`config.mk`:
```
export PLATFORM = sky130hd
export DESIGN_NAME = monitor_baterias_param
export DESIGN_NICKNAME = d
export VERILOG_FILES = /design/src/rtl/monitor_baterias_pkg.sv /design/src/rtl/monitor_baterias_param_filtro.sv /design/src/rtl/monitor_baterias_param.sv
export SDC_FILE = /design/constraint.sdc
export NUM_CORES = 1
export LEC_CHECK = 0
export BUFFER_PORTS_ARGS = -buffer_cell sky130_fd_sc_hd__buf_2
export CORE_MARGIN = 3
export CORE_UTILIZATION = 57
export CTS_BUF_LIST = sky130_fd_sc_hd__clkbuf_4 sky130_fd_sc_hd__clkbuf_8
export DETAILED_ROUTE_END_ITERATION = 7
export PLACE_DENSITY = 0.79
export SYNTH_ARGS = -nofsm -noshare
export SYNTH_HDL_FRONTEND = slang
export SYNTH_SLANG_ARGS = --single-unit
```
`constraint.sdc`:
```
create_clock -name clk -period 3.2 [get_ports clk]
set_input_delay 0.48 -clock clk [delete_from_list [all_inputs] [get_ports clk]]
set_output_delay 0.48 -clock clk [all_outputs]
set_load 0.01 [all_outputs]
```
`src/rtl/monitor_baterias_pkg.sv`:
```
// Shared types and helpers for the parametrised battery monitor:
// aggregate health state, level classification and one-hot decode.
package monitor_baterias_pkg;

  typedef enum logic [1:0] {
    OPTIMO    = 2'd0,
    ACEPTABLE = 2'd1,
    REGULAR   = 2'd2,
    CRITICO   = 2'd3
  } estado_t;

  // Classifies the charge sum against quarters of full scale using exact
  // integer comparisons (4*suma against k*maxs), so no division is needed.
  function automatic estado_t nivel(input logic [31:0] suma, input logic [31:0] maxs);
    logic [35:0] s4;
    logic [35:0] m;
    estado_t     r;
    s4 = {2'b00, suma, 2'b00};
    m  = {4'b0000, maxs};
    if (s4 >= 36'd3 * m) begin
      r = OPTIMO;
    end else if (s4 >= 36'd2 * m) begin
      r = ACEPTABLE;
    end else if (s4 >= m) begin
      r = REGULAR;
    end else begin
      r = CRITICO;
    end
    return r;
  endfunction

  // One-hot decode ordered {critico, regular, aceptable, optimo}.
  function automatic logic [3:0] decodificar(input estado_t e);
    logic [3:0] r;
    case (e)
      OPTIMO:    r = 4'b0001;
      ACEPTABLE: r = 4'b0010;
      REGULAR:   r = 4'b0100;
      CRITICO:   r = 4'b1000;
      default:   r = 4'b0001;
    endcase
    return r;
  endfunction

endpackage

```
`src/rtl/monitor_baterias_param_filtro.sv`:
```
// One battery channel: low-charge warning with hysteresis, debounced by a
// run of FILTRO consecutive qualifying valid samples.
module filtro_advertencia
  import monitor_baterias_pkg::*;
#(
  parameter int ANCHO      = 4,
  parameter int UMBRAL_ADV = 4,
  parameter int HISTERESIS = 2,
  parameter int FILTRO     = 3
) (
  input  logic             clk,
  input  logic             rst,
  input  logic             muestra_valida,
  input  logic [ANCHO-1:0] carga,
  output logic             advertencia,
  output logic             advertencia_sig
);

  localparam int CW = $clog2(FILTRO + 1);
  localparam int UMB_SET_I = UMBRAL_ADV;
  localparam int UMB_CLR_I = UMBRAL_ADV + HISTERESIS;
  localparam logic [ANCHO-1:0] UMB_SET = UMB_SET_I[ANCHO-1:0];
  localparam logic [ANCHO-1:0] UMB_CLR = UMB_CLR_I[ANCHO-1:0];
  localparam logic [CW-1:0]    FILTRO_C = CW'(FILTRO);

  logic [CW-1:0] cnt;
  logic [CW-1:0] cnt_inc;
  logic          califica;

  // Qualifying condition depends on the current warning; band values never qualify.
  always_comb begin
    califica        = 1'b0;
    cnt_inc         = cnt + CW'(1);
    advertencia_sig = advertencia;
    if (advertencia) begin
      califica = (carga >= UMB_CLR);
    end else begin
      califica = (carga < UMB_SET);
    end
    if (muestra_valida && califica && (cnt_inc == FILTRO_C)) begin
      advertencia_sig = ~advertencia;
    end else begin
      advertencia_sig = advertencia;
    end
  end

  // Run counter and warning flag; a toggle restarts the run from zero.
  always_ff @(posedge clk) begin
    if (rst) begin
      cnt         <= '0;
      advertencia <= 1'b0;
    end else if (muestra_valida) begin
      if (!califica) begin
        cnt <= '0;
      end else if (cnt_inc == FILTRO_C) begin
        cnt         <= '0;
        advertencia <= ~advertencia;
      end else begin
        cnt <= cnt_inc;
      end
    end
  end

endmodule

```
`src/rtl/monitor_baterias_param.sv`:
```
// Parametrised battery monitor: per-battery warnings, debounced aggregate
// health state machine and sticky critical alarm.
module monitor_baterias_param
  import monitor_baterias_pkg::*;
#(
  parameter int N_BAT      = 2,
  parameter int ANCHO      = 4,
  parameter int UMBRAL_ADV = 4,
  parameter int HISTERESIS = 2,
  parameter int FILTRO     = 3
) (
  input  logic                       clk,
  input  logic                       rst,
  input  logic                       muestra_valida,
  input  logic [N_BAT*ANCHO-1:0]     carga,
  input  logic                       ack_alarma,
  output logic [N_BAT-1:0]           advertencia,
  output logic [$clog2(N_BAT+1)-1:0] num_advertencias,
  output logic                       optimo,
  output logic                       aceptable,
  output logic                       regular,
  output logic                       critico,
  output logic                       cambio_estado,
  output logic                       alarma_critica
);

  localparam int NW = $clog2(N_BAT + 1);
  localparam int SW = ANCHO + $clog2(N_BAT) + 2;
  localparam int CW = $clog2(FILTRO + 1);
  localparam logic [31:0]   MAXS     = 32'(N_BAT * ((2 ** ANCHO) - 1));
  localparam logic [CW-1:0] FILTRO_C = CW'(FILTRO);

  logic [N_BAT-1:0] advertencia_sig;
  logic [NW-1:0]    popcount;
  logic [SW-1:0]    suma;
  estado_t          lvl;
  estado_t          estado;
  estado_t          cand;
  logic [CW-1:0]    run;
  logic [CW-1:0]    run_inc;

  genvar gi;
  generate
    for (gi = 0; gi < N_BAT; gi++) begin : g_canal
      filtro_advertencia #(
        .ANCHO      (ANCHO),
        .UMBRAL_ADV (UMBRAL_ADV),
        .HISTERESIS (HISTERESIS),
        .FILTRO     (FILTRO)
      ) u_filtro (
        .clk             (clk),
        .rst             (rst),
        .muestra_valida  (muestra_valida),
        .carga           (carga[gi*ANCHO +: ANCHO]),
        .advertencia     (advertencia[gi]),
        .advertencia_sig (advertencia_sig[gi])
      );
    end
  endgenerate

  // Warning count of the next-cycle flags so it lands with advertencia.
  always_comb begin
    popcount = '0;
    for (int i = 0; i < N_BAT; i++) begin
      popcount = popcount + NW'(advertencia_sig[i]);
    end
  end

  // Registered popcount of the warnings.
  always_ff @(posedge clk) begin
    if (rst) begin
      num_advertencias <= '0;
    end else begin
      num_advertencias <= popcount;
    end
  end

  // Charge sum, its level, and the candidate run length if this sample counts.
  always_comb begin
    suma = '0;
    for (int i = 0; i < N_BAT; i++) begin
      suma = suma + SW'(carga[i*ANCHO +: ANCHO]);
    end
    lvl = nivel(32'(suma), MAXS);
    if (lvl == cand) begin
      run_inc = run + CW'(1);
    end else begin
      run_inc = CW'(1);
    end
  end

  // Debounced aggregate FSM with registered one-hot outputs, change pulse
  // and sticky alarm (entry to CRITICO overrides a simultaneous ack).
  always_ff @(posedge clk) begin
    if (rst) begin
      estado         <= OPTIMO;
      cand           <= OPTIMO;
      run            <= '0;
      cambio_estado  <= 1'b0;
      alarma_critica <= 1'b0;
      {critico, regular, aceptable, optimo} <= 4'b0001;
    end else begin
      cambio_estado <= 1'b0;
      if (ack_alarma) begin
        alarma_critica <= 1'b0;
      end
      if (muestra_valida) begin
        if (lvl == estado) begin
          run <= '0;
        end else if (run_inc == FILTRO_C) begin
          estado        <= lvl;
          cand          <= lvl;
          run           <= '0;
          cambio_estado <= 1'b1;
          {critico, regular, aceptable, optimo} <= decodificar(lvl);
          if (lvl == CRITICO) begin
            alarma_critica <= 1'b1;
          end
        end else begin
          cand <= lvl;
          run  <= run_inc;
        end
      end
    end
  end

endmodule

```
==> results of run 1 <==
## cells by family (layout without fill, tap and decap cells)
logic type,after synthesis,in the layout,share of synthesized area (%)
muxes,11,11,10.33
buffers and inverters,9,30,4.357
DFF,20,20,32.42
and+or+nand+nor,65,65,29.38
xor gates and xnor gates,5,5,3.547
AOI/OAI and AO/OA,24,24,13.27
adders and majority gates,6,6,6.687
## sequential cells by signal (all words and copies together) (netlist names)
register                      flops
critico                           1
run                               2
num_advertencias                  2
g_canal.u_filtro.advertencia      2
cand                              2
cambio_estado                     1
regular                           1
optimo                            1
estado                            2
alarma_critica                    1
g_canal.u_filtro.cnt              4
aceptable                         1
## final timing paths
kind	end	slack, ns	depth (start not counted)
worst max-delay path	critico$_SDFFE_PP0P_	0.39	10
worst min-delay path	alarma_critica$_SDFF_PP0_	0.35	2
worst max register to register	critico$_SDFFE_PP0P_	1.33	7
worst min register to register	alarma_critica$_SDFF_PP0_	0.48	2
## worst max-delay path, stage by stage
cell and delay, ns:
buf_2 0.10, ha_1 0.22, fa_1 0.50, a32o_1 0.28
nor3_2 0.28, xor2_1 0.11, o31a_1 0.31, nand4bb_1 0.35
buf_4 0.26, mux2i_1 0.11
## power groups by stage
stage,sequential [mW],clock [mW],combinational [mW]
final,0.262,0.207,0.124
after floorplan,0.265,0,0.0929
after global routing,0.263,0.219,0.140
after global placement,0.267,0,0.120
after detailed placement,0.268,0,0.123
after CTS,0.262,0.210,0.124
## metrics by stage
step                      setup slack, ns  area [um2]  utilization, %
after floorplan                    0.2806        1235               -
after global placement             0.1283        1350           67.44
after detailed placement          0.08062        1350           67.44
after CTS                          0.3992        1403           70.06
after global routing               0.2509        1403           70.06
final                              0.3926        1403           70.06
## cells in the final DEF (no fill, tap or decap), types with 2 or more instances in the layout
cell	count
dfxtp_1	20
mux2_2	2
buf_2	21
buf_4	3
nand4bb_1	2
nand3b_1	2
a21o_1	3
xnor2_1	2
nor3_1	5
inv_1	2
mux2_4	3
clkbuf_4	3
nor2_1	15
nand3_1	4
ha_1	5
mux2i_1	6
nor2b_1	14
a21oi_1	12
xor2_1	3
nor4_1	3
nand2b_1	7
and3_1	2
nand2_1	6
## metal layers
layer | share of wire [%] | GRT usage, %
met5 | 0 | 0
met4 | 0.50 | 7.660
met3 | 3.0 | 1.994
met2 | 46 | 28.72
met1 | 51 | 26.62
## final cells by class
class                   count  area [um2]  area share [%]
repair buffers             24       127.6           9.099
multi-input cells         111       780.7           55.66
inverters                   2       7.507          0.5352
clock inverters             1       30.03           2.141
clock buffers               3       22.52           1.606
well taps                  27       33.78           2.409
flip-flops and latches     20       400.4           28.55
==> flow_summary.json, run 1 <==
{
  "arrival_ns": 3.02,
  "cp-start-kind": "primary input",
  "die_x_um": 52.55,
  "comb_power_share_pct": 20.9,
  "numCtsBuffers": 3,
  "syn_area_um2": 1235,
  "crit_type": "primary input to register",
  "startpoint": "carga[0]",
  "ctsResizeCount": 0,
  "yosysWarningCount": 0,
  "yosysSeqAreaShare_pct": 32.42,
  "p_seq_share_pct": 44.1,
  "place_inst": 184,
  "fin_skew_ns": 0.008287,
  "dp_hpwl_um": 1891,
  "rr_startpoint": "estado[1]$_SDFFE_PP0P_",
  "antenna_found_initial": 0,
  "synth_ff_type": "dfxtp_1",
  "grt_max_degree": 27,
  "synth_seq_cells": 20,
  "area_growth_syn_to_layout_pct": 13.58,
  "tightest_slew_ns": 0.5275,
  "grt_util_all_layers_pct": 18.78,
  "grt_overflow": 0,
  "clk_latency_ns": 0.30,
  "synth_cell_types": 39,
  "start_util_pct": 61.69,
  "root_buffer": "clkbuf_4",
  "synth_edf_count": 0,
  "post-cts-setup-buffer-count": 0,
  "hp-start": "ack_alarma",
  "clk_pin_slew_ns": 0.12,
  "grt_pass1_wl_um": 3995,
  "avgSynthCellArea_um2": 8.821,
  "slew_viol_final": 0,
  "synth_common_cells": "dfxtp_1, nor2_1, nor2b_1",
  "crit_fanout": 5,
  "drtPass1Iterations": 4,
  "cts.htree.levels": 1,
  "n_fill_cell": 161,
  "maxCapViolations": 0,
  "routabilityCongestion": 0.9721,
  "routed-via-count": 1034,
  "synth_area_leaders": "dfxtp_1, nor2b_1, ha_1, a21oi_1, mux2i_1",
  "hp-class": "primary input to register",
  "die_area_um2": 2761,
  "nets": 180,
  "core-area_um2": 2002,
  "hold_violations": 0,
  "finalSetupTns_ns": 0,
  "intPower_mw": 0.4369,
  "hold_slack_ns": 0.3471,
  "drtIter0Drc": 22,
  "grt_pass1_vias": 923,
  "synth_most_common_cell": "dfxtp_1",
  "diodes": 0,
  "cts_buffer_depth": 2,
  "outcome": "finished clean",
  "synth_top_area_share_pct": 32.42,
  "ant_nets": 0,
  "syn_nets": 158,
  "min_period_ns": 2.807,
  "crit_path_end_kind": "register",
  "layout.cells.non_filler": 188,
  "drive_above_1_share_pct": 21.74,
  "power_switching_mw": 0.1571,
  "syn_inst": 140,
  "numClockSinks": 20,
  "p_leak_nw": 0.6443,
  "max_slew_margin_pct": 64.83,
  "synth.largest_area_cell": "dfxtp_1",
  "power_density_nw_per_um2": 423.5,
  "wl_per_cell_um": 12.73,
  "cts_hold_buf": 0,
  "pin_count": 22,
  "synth_async_sr_flop_share_pct": 0,
  "post-route-period-util_pct": 87.73,
  "fmax_ghz": 0.3562,
  "clkPwrFrac_pct": 34.9,
  "die-height_um": 52.55,
  "viasPerCell": 5.500,
  "routed_wl_um": 2394,
  "rsz0062_at_grt": "no",
  "finalPower_mw": 0.5940,
  "rows": 16,
  "io_buffers": 21,
  "swShare_pct": 26.45,
  "drc": 0,
  "cp.required_ns": 3.41,
  "cts_tree": "built",
  "setup_viol": 0,
  "peakVddDrop_v": 0.0004084
}
Note: power is estimated with default switching activity, not from simulation.
==> inputs of run 2 (changes only) <==
CORE_UTILIZATION = 51   (was 57)
PLACE_DENSITY = 0.75   (was 0.79)
clock period = 2.5 ns   (was 3.2 ns; I/O delays follow)
==> run 2 against run 1 <==
Net effect: core utilization down 1.1 points; first-iteration DRC count down 4.5%; worst hold slack worse by 0.080 ns; sequential share of layout area down 2.8 points; register-to-register slack worse by 0.59 ns; flip-flop and latch count unchanged; total power up 23%; critical endpoint is now aceptable$_SDFFE_PP0P_.
==> flow_summary.json, run 2 (same netlist as run 1, synthesis figures left out) <==
{
  "outcome": "finished clean",
  "cts.htree.levels": 1,
  "drtIter0Drc": 21,
  "p_leak_nw": 0.7160,
  "post-route-util_pct": 68.92,
  "clk_pin_slew_ns": 0.11,
  "diodes": 0,
  "regArea_um2": 400.4,
  "post-route-period-util_pct": 97.15,
  "cp.required_ns": 2.69,
  "cpPeakStageDelay_ns": 0.57,
  "hp-class": "primary input to register",
  "cp_top_family": "adder cells",
  "wl_per_cell_um": 13.07,
  "crit_chain": "buf_2 > ha_4 > fa_2 > nand3_1 > a21oi_2 > nor3_4 > xor2_1 > o31a_1 > nand4bb_4 > mux2_4",
  "viasPerCell": 5.374,
  "n_fill_cell": 187,
  "drive_above_1_share_pct": 32.00,
  "numClockSinks": 20,
  "layout_commonest_cell": "buf_2",
  "clk_latency_ns": 0.29,
  "start_util_pct": 54.77,
  "fin_skew_ns": 0.001552,
  "cp-start-kind": "primary input",
  "routed-via-count": 1091,
  "max_flop_register": "g_canal.u_filtro.cnt",
  "peakVddDrop_v": 0.0003537,
  "routed_wl_um": 2653,
  "hold_violations": 0,
  "crit_path_end_kind": "register",
  "dp_hpwl_um": 2043,
  "die-height_um": 55.21,
  "path_buf_inv": 1,
  "tightest_slew_ns": 0.4193,
  "drc": 0,
  "routabilityCongestion": 0.8361,
  "rows": 17,
  "area_growth_syn_to_layout_pct": 25.84,
  "pin_count": 22,
  "fmax_ghz": 0.4118,
  "largest_reg_flops": 4,
  "multiInputGateArea_um2": 842.1,
  "grt_pass1_vias": 1050,
  "ant_nets": 0,
  "power_density_nw_per_um2": 470.4,
  "grt_max_degree": 27,
  "final_cell_mix": "buf_2, dfxtp_1, buf_4",
  "cts_tree": "built",
  "grt_overflow": 0,
  "finalSetupTns_ns": 0,
  "maxCapViolations": 0,
  "nets": 194,
  "min_period_ns": 2.429,
  "rsz0062_at_grt": "no",
  "arrival_ns": 2.62,
  "grt_util_all_layers_pct": 17.81,
  "crit_fanout": 4,
  "grt_pass1_wl_um": 4498,
  "core-area_um2": 2255,
  "max_slew_margin_pct": 72.05,
  "cts_buffer_depth": 2,
  "setup_viol": 0,
  "slew_viol_final": 0,
  "numCtsBuffers": 3,
  "die_x_um": 55.21,
  "slowest_stage": "fa_2",
  "drtPass1Iterations": 4,
  "root_buffer": "clkbuf_4",
  "die_area_um2": 3048,
  "antenna_found_initial": 0,
  "crit_type": "primary input to register",
  "io_buffers": 21
}
-- run 2: where the power goes --
part,leakage (nW),internal (mW),switching [mW],total [mW]
Sequential,0.162,0.326,0.00871,0.335
Combinational,0.533,0.106,0.107,0.213
Clock,0.0210,0.0888,0.0938,0.183
Total,0.716,0.521,0.210,0.731
-- run 2: layout make-up --
class | instances | area share [%]
flip-flops and latches | 20 | 25.76
repair buffers | 38 | 14.98
well taps | 28 | 2.254
multi-input cells | 111 | 54.19
clock buffers | 4 | 2.335
inverters | 2 | 0.4831
-- run 2: worst paths after layout --
path                                                start  slack (ns)  depth (start not counted)                         to
worst max-delay path                             carga[0]        0.07                         10     aceptable$_SDFFE_PP0P_
worst max register to register     estado[1]$_SDFFE_PP0P_        0.74                          6     aceptable$_SDFFE_PP0P_
worst min-delay path                           ack_alarma        0.27                          2  alarma_critica$_SDFF_PP0_
worst min register to register  alarma_critica$_SDFF_PP0_        0.49                          2  alarma_critica$_SDFF_PP0_
-- run 2: repair_timing --
| item | 4_1_cts | 5_1_grt |
|---|---|---|
| resized for setup | 2 | 3 |
| buffers inserted | 0 | 0 |
| pin swaps | 0 | 5 |
| setup endpoints to repair | 8 | 7 |
| hold buffers | 0 | 0 |
-- run 2: layer usage --
metal	part of all wire, %	global-route usage, %
met1	47	23.15
met2	48	29.39
met3	3.2	3.271
met4	1.4	6.250
met5	0	0
-- run 2: worst register-to-register path, stage by stage, from the launching register on --
cell       delay [ns]
dfxtp_1          0.42
nand2b_1         0.13
nor4_1           0.04
o31ai_1          0.32
o311a_4          0.27
nand4bb_4        0.15
mux2_4           0.33
-- run 2: per-stage QoR --
| step | setup slack (ns) | total power, mW | std cells | hold slack [ns] | cell area, um2 |
|---|---|---|---|---|---|
| 3_3_place_gp | -0.3504 | 0.5340 | 199 | 0.4586 | 1490 |
| 5_1_grt | 0.01010 | 0.7763 | 203 | 0.2595 | 1554 |
| 3_5_place_dp | -0.4179 | 0.5400 | 199 | 0.4715 | 1490 |
| 4_1_cts | 0.03628 | 0.7288 | 203 | 0.2563 | 1543 |
| 6_report | 0.07134 | 0.7310 | 203 | 0.2666 | 1554 |
| 2_1_floorplan | -0.1358 | 0.4686 | 140 | 0.4668 | 1269 |
